===== config.mk =====
export PLATFORM = sky130hd
export DESIGN_NAME = sdram_slot_scheduler_flat
export DESIGN_NICKNAME = d
export VERILOG_FILES = /design/src/rtl/sdram_slot_scheduler_if.sv /design/src/rtl/sdram_slot_scheduler.sv /design/src/flat_wrapper.sv
export SDC_FILE = /design/constraint.sdc
export NUM_CORES = 1
export LEC_CHECK = 0
export BUFFER_PORTS_ARGS = -buffer_cell sky130_fd_sc_hd__buf_2
export CORE_AREA = 2 2 92 94
export CTS_BUF_LIST = sky130_fd_sc_hd__clkbuf_16
export CTS_CLUSTER_SIZE = 30
export DETAILED_ROUTE_END_ITERATION = 12
export DIE_AREA = 0 0 94 96
export PLACE_DENSITY_LB_ADDON = 0.12
export SLEW_MARGIN = 10
export SYNTH_ARGS = -nofsm -noshare
export SYNTH_HDL_FRONTEND = slang
export SYNTH_SLANG_ARGS = --single-unit
export TNS_END_PERCENT = 100

===== constraint.sdc =====
create_clock -name clk -period 4.7 [get_ports clk]
set_clock_uncertainty 0.15 [all_clocks]
set_input_delay 0.235 -clock clk [delete_from_list [all_inputs] [get_ports clk]]
set_output_delay 0.235 -clock clk [all_outputs]
set_load 0.005 [all_outputs]

===== src/rtl/sdram_slot_scheduler_if.sv =====
// Bundle of requester-side and SDRAM-core-side signals for the slot scheduler.
//
// Handshake: a requester raises req[p] with req_we/addr/din/ds stable and holds
// them until ack[p] pulses for exactly one cycle. That cycle completes the
// transfer, and rdata is valid in it for reads. Keeping req high after ack
// starts a new request. Dropping req before ack is not allowed.
interface sdram_slot_scheduler_if #(
  parameter int NPORTS = 3
);
  logic [NPORTS-1:0]    req;
  logic [NPORTS-1:0]    req_we;
  logic [NPORTS*22-1:0] req_addr;
  logic [NPORTS*16-1:0] req_din;
  logic [NPORTS*2-1:0]  req_ds;
  logic [NPORTS-1:0]    ack;
  logic [15:0]          rdata;
  logic                 core_sync;
  logic                 core_oe;
  logic                 core_we;
  logic [21:0]          core_addr;
  logic [15:0]          core_din;
  logic [1:0]           core_ds;
  logic [15:0]          core_dout;
  // Debug view of the scheduler: slot cycle and whether this slot is granted.
  logic [7:0]           dbg_cnt;
  logic                 dbg_granted;

  modport slave (
    input  req, req_we, req_addr, req_din, req_ds, core_dout,
    output ack, rdata, core_sync, core_oe, core_we, core_addr, core_din,
           core_ds, dbg_cnt, dbg_granted
  );

  modport master (
    output req, req_we, req_addr, req_din, req_ds, core_dout,
    input  ack, rdata, core_sync, core_oe, core_we, core_addr, core_din,
           core_ds, dbg_cnt, dbg_granted
  );
endinterface


===== src/rtl/sdram_slot_scheduler.sv =====
// Round-robin slot scheduler in front of a single-port, fixed-slot SDRAM core.
// One requester is picked per slot, its command is held for the whole slot,
// and a busy-slot counter forces an idle slot so core auto-refresh can run.
module sdram_slot_scheduler #(
  parameter int NPORTS       = 3,
  parameter int SLOT_CYCLES  = 8,
  parameter int RDATA_OFFSET = 6,
  parameter int REFRESH_MAX  = 7
) (
  input logic clk,
  input logic reset,
  sdram_slot_scheduler_if.slave bus
);
  localparam int CW = $clog2(SLOT_CYCLES);
  localparam int BW = $clog2(REFRESH_MAX + 1);
  localparam logic [CW-1:0] CNT_LAST  = CW'(SLOT_CYCLES - 1);
  localparam logic [CW-1:0] CNT_RDATA = CW'(RDATA_OFFSET);
  localparam logic [BW-1:0] BUSY_MAX  = BW'(REFRESH_MAX);
  localparam logic [1:0]    PTR_LAST  = 2'(NPORTS - 1);

  typedef enum logic {SLOT_IDLE = 1'b0, SLOT_GRANTED = 1'b1} slot_state_t;

  slot_state_t       state, state_next;
  logic [CW-1:0]     cnt;
  logic [1:0]        ptr, win_idx, grant_idx;
  logic [BW-1:0]     busy_cnt;
  logic [NPORTS-1:0] eligible, grant_oh, ack_q;
  logic              found, arb_edge, force_idle;
  logic              sel_we;
  logic [21:0]       sel_addr;
  logic [15:0]       sel_din;
  logic [1:0]        sel_ds;
  logic              sync_q, oe_q, we_q;
  logic [21:0]       addr_q;
  logic [15:0]       din_q, rdata_q;
  logic [1:0]        ds_q;

  // Round-robin search: the lowest offset from ptr among eligible ports wins.
  always_comb begin
    eligible = bus.req & ~ack_q;
    found    = 1'b0;
    win_idx  = ptr;
    for (int k = NPORTS - 1; k >= 0; k--) begin
      for (int p = 0; p < NPORTS; p++) begin
        if (eligible[p] &&
            (((int'(ptr) + k) >= NPORTS ? int'(ptr) + k - NPORTS : int'(ptr) + k) == p)) begin
          found   = 1'b1;
          win_idx = 2'(p);
        end
      end
    end
  end

  // Select the candidate winner's command and decode the current grant one-hot.
  always_comb begin
    sel_we   = 1'b0;
    sel_addr = '0;
    sel_din  = '0;
    sel_ds   = '0;
    grant_oh = '0;
    for (int p = 0; p < NPORTS; p++) begin
      if (win_idx == 2'(p)) begin
        sel_we   = bus.req_we[p];
        sel_addr = bus.req_addr[p*22 +: 22];
        sel_din  = bus.req_din[p*16 +: 16];
        sel_ds   = bus.req_ds[p*2 +: 2];
      end
      if (grant_idx == 2'(p)) grant_oh[p] = 1'b1;
    end
  end

  // Next slot state: decided only on the last cycle of the current slot.
  always_comb begin
    arb_edge   = (cnt == CNT_LAST);
    force_idle = (busy_cnt == BUSY_MAX);
    state_next = state;
    if (arb_edge) begin
      state_next = (found && !force_idle) ? SLOT_GRANTED : SLOT_IDLE;
    end
  end

  // Slot state register.
  always_ff @(posedge clk) begin
    if (reset) state <= SLOT_IDLE;
    else       state <= state_next;
  end

  // Slot counter, sync pulse, pointer, busy-slot counter and command registers.
  always_ff @(posedge clk) begin
    if (reset) begin
      cnt       <= '0;
      sync_q    <= 1'b0;
      ptr       <= '0;
      busy_cnt  <= '0;
      grant_idx <= '0;
      oe_q      <= 1'b0;
      we_q      <= 1'b0;
      addr_q    <= '0;
      din_q     <= '0;
      ds_q      <= '0;
    end else begin
      cnt    <= arb_edge ? '0 : cnt + 1'b1;
      sync_q <= arb_edge;
      if (arb_edge) begin
        if (state_next == SLOT_GRANTED) begin
          grant_idx <= win_idx;
          ptr       <= (win_idx == PTR_LAST) ? 2'd0 : win_idx + 2'd1;
          busy_cnt  <= busy_cnt + 1'b1;
          oe_q      <= ~sel_we;
          we_q      <= sel_we;
          addr_q    <= sel_addr;
          din_q     <= sel_din;
          ds_q      <= sel_ds;
        end else begin
          // Idle slot: command strobes drop, address/data keep their values.
          busy_cnt <= '0;
          oe_q     <= 1'b0;
          we_q     <= 1'b0;
        end
      end
    end
  end

  // Completion: capture core data and pulse ack for the granted port once per slot.
  always_ff @(posedge clk) begin
    if (reset) begin
      ack_q   <= '0;
      rdata_q <= '0;
    end else begin
      ack_q <= '0;
      if (state == SLOT_GRANTED && cnt == CNT_RDATA) begin
        ack_q   <= grant_oh;
        rdata_q <= bus.core_dout;
      end
    end
  end

  assign bus.ack         = ack_q;
  assign bus.rdata       = rdata_q;
  assign bus.core_sync   = sync_q;
  assign bus.core_oe     = oe_q;
  assign bus.core_we     = we_q;
  assign bus.core_addr   = addr_q;
  assign bus.core_din    = din_q;
  assign bus.core_ds     = ds_q;
  assign bus.dbg_cnt     = 8'(cnt);
  assign bus.dbg_granted = (state == SLOT_GRANTED);
endmodule


===== src/flat_wrapper.sv =====
// flat-port wrapper written by rule: the top's interface ports become plain ports
module sdram_slot_scheduler_flat 
#(
  parameter int NPORTS       = 3,
  parameter int SLOT_CYCLES  = 8,
  parameter int RDATA_OFFSET = 6,
  parameter int REFRESH_MAX  = 7
)
  (clk, reset, bus_req, bus_req_we, bus_req_addr, bus_req_din, bus_req_ds, bus_core_dout, bus_ack, bus_rdata, bus_core_sync, bus_core_oe, bus_core_we, bus_core_addr, bus_core_din, bus_core_ds, bus_dbg_cnt, bus_dbg_granted);
  sdram_slot_scheduler_if #(.NPORTS(NPORTS)) bus_i ();
  input logic clk;
  input logic reset;
  input wire logic [$bits(bus_i.req)-1:0] bus_req;
  input wire logic [$bits(bus_i.req_we)-1:0] bus_req_we;
  input wire logic [$bits(bus_i.req_addr)-1:0] bus_req_addr;
  input wire logic [$bits(bus_i.req_din)-1:0] bus_req_din;
  input wire logic [$bits(bus_i.req_ds)-1:0] bus_req_ds;
  input wire logic [$bits(bus_i.core_dout)-1:0] bus_core_dout;
  output wire logic [$bits(bus_i.ack)-1:0] bus_ack;
  output wire logic [$bits(bus_i.rdata)-1:0] bus_rdata;
  output wire logic [$bits(bus_i.core_sync)-1:0] bus_core_sync;
  output wire logic [$bits(bus_i.core_oe)-1:0] bus_core_oe;
  output wire logic [$bits(bus_i.core_we)-1:0] bus_core_we;
  output wire logic [$bits(bus_i.core_addr)-1:0] bus_core_addr;
  output wire logic [$bits(bus_i.core_din)-1:0] bus_core_din;
  output wire logic [$bits(bus_i.core_ds)-1:0] bus_core_ds;
  output wire logic [$bits(bus_i.dbg_cnt)-1:0] bus_dbg_cnt;
  output wire logic [$bits(bus_i.dbg_granted)-1:0] bus_dbg_granted;
  assign bus_i.req = bus_req;
  assign bus_i.req_we = bus_req_we;
  assign bus_i.req_addr = bus_req_addr;
  assign bus_i.req_din = bus_req_din;
  assign bus_i.req_ds = bus_req_ds;
  assign bus_i.core_dout = bus_core_dout;
  assign bus_ack = bus_i.ack;
  assign bus_rdata = bus_i.rdata;
  assign bus_core_sync = bus_i.core_sync;
  assign bus_core_oe = bus_i.core_oe;
  assign bus_core_we = bus_i.core_we;
  assign bus_core_addr = bus_i.core_addr;
  assign bus_core_din = bus_i.core_din;
  assign bus_core_ds = bus_i.core_ds;
  assign bus_dbg_cnt = bus_i.dbg_cnt;
  assign bus_dbg_granted = bus_i.dbg_granted;
  sdram_slot_scheduler #(.NPORTS(NPORTS), .SLOT_CYCLES(SLOT_CYCLES), .RDATA_OFFSET(RDATA_OFFSET), .REFRESH_MAX(REFRESH_MAX)) u_core (.clk(clk), .reset(reset), .bus(bus_i));
endmodule

; Word-level counts from Yosys, hierarchy flattened
; Index checks and enable logic that the tools add are counted.
[classes]
n_eq_ne = 13
n_addsub = 8
muxes = 42
n_bitwise = 4
n_lt_le_gt_ge = 3
reduce_logical = 20
[ops]
columns = op, count
row1 = == test 32 x 2 -> 1 bit (second input constant), 3
row2 = == test 32 x 3 -> 1 bit (second input constant), 3
row3 = logical NOT 32 bit, 3
row4 = 2-to-1 mux 32 bit, 3
row5 = 2-to-1 mux 22 bit, 3
row6 = greater-or-equal comparator 32 x 3 -> 1 bit (second input constant), 2
row7 = subtractor 32 x 3 -> 32 bit (second input constant), 2
row8 = 2-to-1 mux 16 bit, 3
row9 = 2-to-1 mux 2 bit, 13
row10 = 2-to-1 mux 1 bit, 19
row11 = logical AND 1 bit, 11
row12 = == test 3 bit (second input constant), 3
row13 = adder 3 x 1 -> 3 bit (second input constant), 2
row14 = == test 2 x 1 -> 1 bit (second input constant), 2
row15 = == test 2 bit (second input constant), 2
row16 = logical NOT 2 bit, 2
row17 = OR reduction 2 bit, 2
row18 = adder 2 x 1 -> 3 bit (second input constant), 1
row19 = adder 2 x 2 -> 3 bit (second input constant), 1
row20 = AND 3 bit, 1
row21 = 2-to-1 mux 3 bit, 1
row22 = NOT 3 bit, 1
row23 = subtractor 2 x 2 -> 3 bit (second input constant), 1
row24 = adder 2 x 1 -> 2 bit (second input constant), 1
row25 = 4 further kinds, 5
[totals]
elab_cells = 103
inputBits = 144
register_bits = 73

; Longest topological paths before layout
[depth]
word_depth = 20
depth_mapped = 11

; Least setup slack after synthesis
; Ideal clock, no wire load.
[synth_path]
path_kind = flip-flop to flip-flop
start = reg u_core.ptr[0]
end = reg u_core.din_q[10] (netlist: u_core.bus.core_din[10])
slack_ps = 2347
t_required_ps = 4413
arrival_ps = 2065
setup_ps = 137
stages_incl_launch_ff = 10
cell_sequence = dfxtp_1 inv_1 ha_1 a22o_1 a221o_1 buf_2 o31a_1 buf_2 nor3_1 a211oi_1
[synth_via]
elab_chain_cells = 18
word_cells_on_any_way = 57
[synth_rtl]
columns = item, line_no
row1 = "start, declared", sdram_slot_scheduler.sv:25  ; logic [1:0] ptr, win_idx, grant_idx;
row2 = "start signal, assigned", sdram_slot_scheduler.sv:107  ; ptr <= (win_idx == PTR_LAST) ? 2'd0 : win_idx + 2'd1;
row3 = adder 2 x 2 -> 3 bit, sdram_slot_scheduler.sv:46  ; (((int'(ptr) + k) >= NPORTS ? int'(ptr) + k - NPORTS : int'(ptr) + k) == p)) begin
row4 = subtractor 32 x 3 -> 32 bit or greater-or-equal comparator 32 x 3 -> 1 bit (tied branches), sdram_slot_scheduler.sv:46
row5 = 2-to-1 mux 32 bit, sdram_slot_scheduler.sv:46
row6 = logical NOT 32 bit, sdram_slot_scheduler.sv:46
row7 = logical AND 1 bit, sdram_slot_scheduler.sv:45  ; if (eligible[p] &&
row8 = 2-to-1 mux 2 bit or 2-to-1 mux 1 bit (tied branches) (9 in a row), sdram_slot_scheduler.sv:45
row9 = logical NOT 2 bit or logical AND 1 bit (tied branches), "sdram_slot_scheduler.sv:62, sdram_slot_scheduler.sv:78"
row10 = 2-to-1 mux 16 bit or 2-to-1 mux 1 bit (tied branches), "sdram_slot_scheduler.sv:62, sdram_slot_scheduler.sv:78"
row11 = 2-to-1 mux 16 bit or 2-to-1 mux 1 bit (tied branches), "sdram_slot_scheduler.sv:62, sdram_slot_scheduler.sv:77"
row12 = 2-to-1 mux 16 bit or AND reduction 2 bit (tied branches), n/a
row13 = "end signal, assigned", sdram_slot_scheduler.sv:112  ; din_q <= sel_din;
row14 = "end, declared", sdram_slot_scheduler.sv:35  ; logic [15:0] din_q, rdata_q;
; Parallel ways exist; a longest one is shown, timed or not.
; A chain may end at the register's enable or synchronous reset.

; Final worst setup path
[layout_path]
start = reg u_core.ptr[0]
end = reg u_core.addr_q[5] (netlist: u_core.bus.core_addr[5])
[layout_via]
elab_chain_cells = 18
word_cells_on_any_way = 57
[layout_rtl]
columns = item, line_no
row1 = adder 2 x 2 -> 3 bit, sdram_slot_scheduler.sv:46
row2 = subtractor 32 x 3 -> 32 bit or greater-or-equal comparator 32 x 3 -> 1 bit (tied branches), sdram_slot_scheduler.sv:46
row3 = 2-to-1 mux 32 bit, sdram_slot_scheduler.sv:46
row4 = logical NOT 32 bit, sdram_slot_scheduler.sv:46
row5 = logical AND 1 bit, sdram_slot_scheduler.sv:45
row6 = 2-to-1 mux 2 bit or 2-to-1 mux 1 bit (tied branches) (9 in a row), sdram_slot_scheduler.sv:45
row7 = logical NOT 2 bit or logical AND 1 bit (tied branches), "sdram_slot_scheduler.sv:62, sdram_slot_scheduler.sv:78"
row8 = 2-to-1 mux 22 bit or 2-to-1 mux 1 bit (tied branches), "sdram_slot_scheduler.sv:62, sdram_slot_scheduler.sv:78"
row9 = 2-to-1 mux 22 bit or 2-to-1 mux 1 bit (tied branches), "sdram_slot_scheduler.sv:62, sdram_slot_scheduler.sv:77"
row10 = 2-to-1 mux 22 bit or AND reduction 2 bit (tied branches), n/a
row11 = "end signal, assigned", sdram_slot_scheduler.sv:111  ; addr_q <= sel_addr;
row12 = "end, declared", sdram_slot_scheduler.sv:34  ; logic [21:0] addr_q;
; Parallel ways exist; a longest one is shown, timed or not.

==> impl_metrics.yaml <==
run_status:
  status: "finished clean"
critical_path:
  endpoint_kind: "flip-flop"
  required_ns: 4.73
  slowest_delay_ns: 0.94
  cp_num_buf_inv: 1
  crit_slowest_cell: "nand3_2"
  cp_top_family: "compound AO/OA/AOI/OAI gates"
  crit_type: "reg -> reg"
  cp_max_fo: 39
  worstReg2RegEnd: "u_core.bus.core_addr[5]"
  crit_chain: "inv_1 > ha_1 > o21ai_1 > a221o_1 > nand3_2 > o2bb2ai_1 > a211oi_1"
  worst_r2r_path_depth: 7
  reg2reg_slack_ns: 0.93
  start_kind: "flip-flop"
  r2r-start: "u_core.ptr[0]"
  arrival_ns: 3.81
cts:
  cts_resized: 0
  post_cts_buffers: 0
  cts_hold_buf: 5
  cts-root-to-sink-buffers: 2
  clock-sinks: 73
  insertion_delay_ns: 0.32
  cts_tree: "done"
  cts-buffers-inserted: 9
  cts_max_level: 3
  cts-root-buf: "clkbuf_16"
  path_clk_slew_ns: 0.06
die:
  die_area_um2: 9024
  chipWidth_um: 94
  core_um2: 8051
  num_rows: 33
  die_h_um: 96
  initial_core_util_pct: 45.55
  ioPinCount: 215
global_route:
  grt_max_degree: 47
  grtUsageMet2_pct: 44.17
  met1_usage_pct: 29.90
  grt_antenna_before_repair: 0
  grt.busiest_layer: "met2"
  grt_pass1_wl_um: 18260
  grt_pass1_vias: 3904
  grt_use_total_pct: 25.18
  use_met3_pct: 5.638
  grt_overflow: 0
timing:
  fin_crit_sh_pct: 80.28
  finalCriticalPeriod_ns: 3.773
  worst_pin_slew_ns: 1.171
  fmax_mhz: 265.0
  setup_violations: 0
  setup-tns-final_ns: 0
  final_max_slew_viol_count: 0
  finalHoldViolCount: 0
  rsz0062_at_grt: "no"
  slew_headroom_pct: 21.86
hold_path:
  hold_end: "u_core.bus.rdata[7]"
  hp-start: "bus_core_dout[7]"
  whs_path_depth: 3
  min_path_type: "in -> reg"
logic_synthesis:
  syn_inst: 452
  ys_types: 43
  synth-seq-area-share_pct: 39.85
  synth_seq_cells: 73
  ys.flop_type: "dfxtp_1"
  async_flop_share_pct: 0
  yosysWarningCount: 0
  synth.avg_cell_area_um2: 8.113
  syn_area_um2: 3667
  synth_edf_count: 0
routing:
  drt_iter0_drc: 176
  drtPass1Iterations: 4
  routed_wl_um: 11960
  wire_per_inst_um: 15.97
  num_vias: 4159
  drtAntennaViolNets: 0
  viasPerCell: 5.553
  drc: 0
final_layout:
  num_antenna_cells: 0
  syn_to_final_growth_pct: 37.46
  mostFrequentLayoutCell: "buf_2"
  n_fill_cell: 734
  drive_above_1_share_pct: 36.80
  layout_common_cells: "buf_2 (209), nand2_1 (80), dfxtp_1 (73), o21ai_0 (42), nor3_1 (41)"
  register_area_um2: 1461
  multi_input_area_um2: 1989
  finalNonFillerCells: 749
  fin_nets: 790
placed_design:
  io_buffers: 209
  dp.cells: 728
  place_congestion: 0.8362
  dp_hpwl_um: 8230
pwr:
  p_int_mw: 1.161
  pwr-share-comb_pct: 10.9
  p_per_area_nw_per_um2: 298.2
  leakagePower_nw: 2.316
  p_sw_share_pct: 22.77
  seq_power_share_pct: 41.7
  p_switching_uw: 342.3
  ir_drop_mv: 0.1929
  total_power_mw: 1.503
  pwr-share-clk_pct: 47.4
job:
  cap_violations: 0
## registers in the layout (all words and copies together), names as in the netlist
| register | flops |
|---|---|
| u_core.bus.rdata | 16 |
| u_core.bus.dbg_granted | 1 |
| u_core.bus.core_din | 16 |
| u_core.bus.ack | 3 |
| u_core.bus.core_we | 1 |
| u_core.busy_cnt | 3 |
| u_core.bus.core_ds | 2 |
| u_core.bus.core_sync | 1 |
| u_core.bus.core_addr | 22 |
| u_core.bus.core_oe | 1 |
| u_core.grant_idx | 2 |
| u_core.cnt | 3 |
| u_core.ptr | 2 |
## power by group through the flow
stage | Sequential [mW] | Clock [mW] | Combinational [mW]
after floorplan | 0.641 | 0 | 0.0812
final | 0.627 | 0.713 | 0.164
after global routing | 0.628 | 0.754 | 0.179
after CTS | 0.627 | 0.721 | 0.163
after detailed placement | 0.641 | 0 | 0.159
after global placement | 0.641 | 0 | 0.159
## per-layer routing
metal / up-vias / share of wire [%]
met5: - / 0
met4: 0 / 2.4
met3: 24 / 8.9
met2: 208 / 49
met1: 1911 / 39
li1: 2016 / -
## kinds of logic after synthesis
group | share of synthesized area [%]
AOI/OAI and AO/OA | 30.33
and+or+nand+nor | 20.37
muxes | 0.3070
DFF | 39.85
buffers and inverters | 6.653
other | 0.1023
adders and majority gates | 2.388
## worst max-delay path by stage
stage | start | slack (ns) | cells past startpoint | endpoint
final | u_core.ptr[0] | 0.93 | 7 | u_core.bus.core_addr[5]
after global routing | u_core.ptr[0] | 0.63 | 7 | u_core.bus.core_din[14]
after CTS | u_core.ptr[0] | 0.93 | 7 | u_core.bus.core_din[2]
after detailed placement | u_core.ptr[0] | 0.93 | 7 | u_core.bus.core_din[2]
after global placement | u_core.ptr[0] | 1.10 | 7 | u_core.bus.core_din[13]
after floorplan | u_core.ptr[0] | 2.35 | 9 | u_core.bus.core_din[10]
## final cells by class
type,instances,share of cell area (%)
Inverter,4,0.2978
Clock inverter,7,1.688
Clock buffer,9,4.468
Sequential cell,73,28.99
Timing Repair Buffer,219,22.49
Multi-Input combinational cell,332,39.46
Tap cell,105,2.606
## synth_stat cells, drive strengths merged (6+ instances only)
cell type  count  area share (%)
clkbuf        27             2.8
ha             7             2.4
a21oi         25             3.5
nor2           6            0.61
nand2         80             8.2
o2bb2ai       39             9.3
dfxtp         73              40
buf           20             3.5
nor2b          6             1.2
nor3          41             5.6
o21ai         44             6.0
a211oi        40             8.3
## worst register-to-register path: cells and delay by family, from the launching register on
kind	cells	cell delay, ns
AO/OA/AOI/OAI	4	1.77
adder cells (fa/ha/maj)	1	0.35
AND/OR/NAND/NOR	1	0.95
buffers and inverters	1	0.07
flip-flops	1	0.35
## per-stage QoR
step           cell area (µm²)  worst slack, ns  util (%)  hold WS (ns)
5_1_grt                   5041           0.6276     62.61      0.004591
3_3_place_gp              4681            1.095     58.14        0.2887
4_1_cts                   5041           0.9301     62.61     0.0004567
2_1_floorplan             3682            2.347         -        0.2210
6_report                  5041           0.9267     62.61      0.009009
3_5_place_dp              4681           0.9306     58.14        0.2959
(Power assumes the default switching activity.)
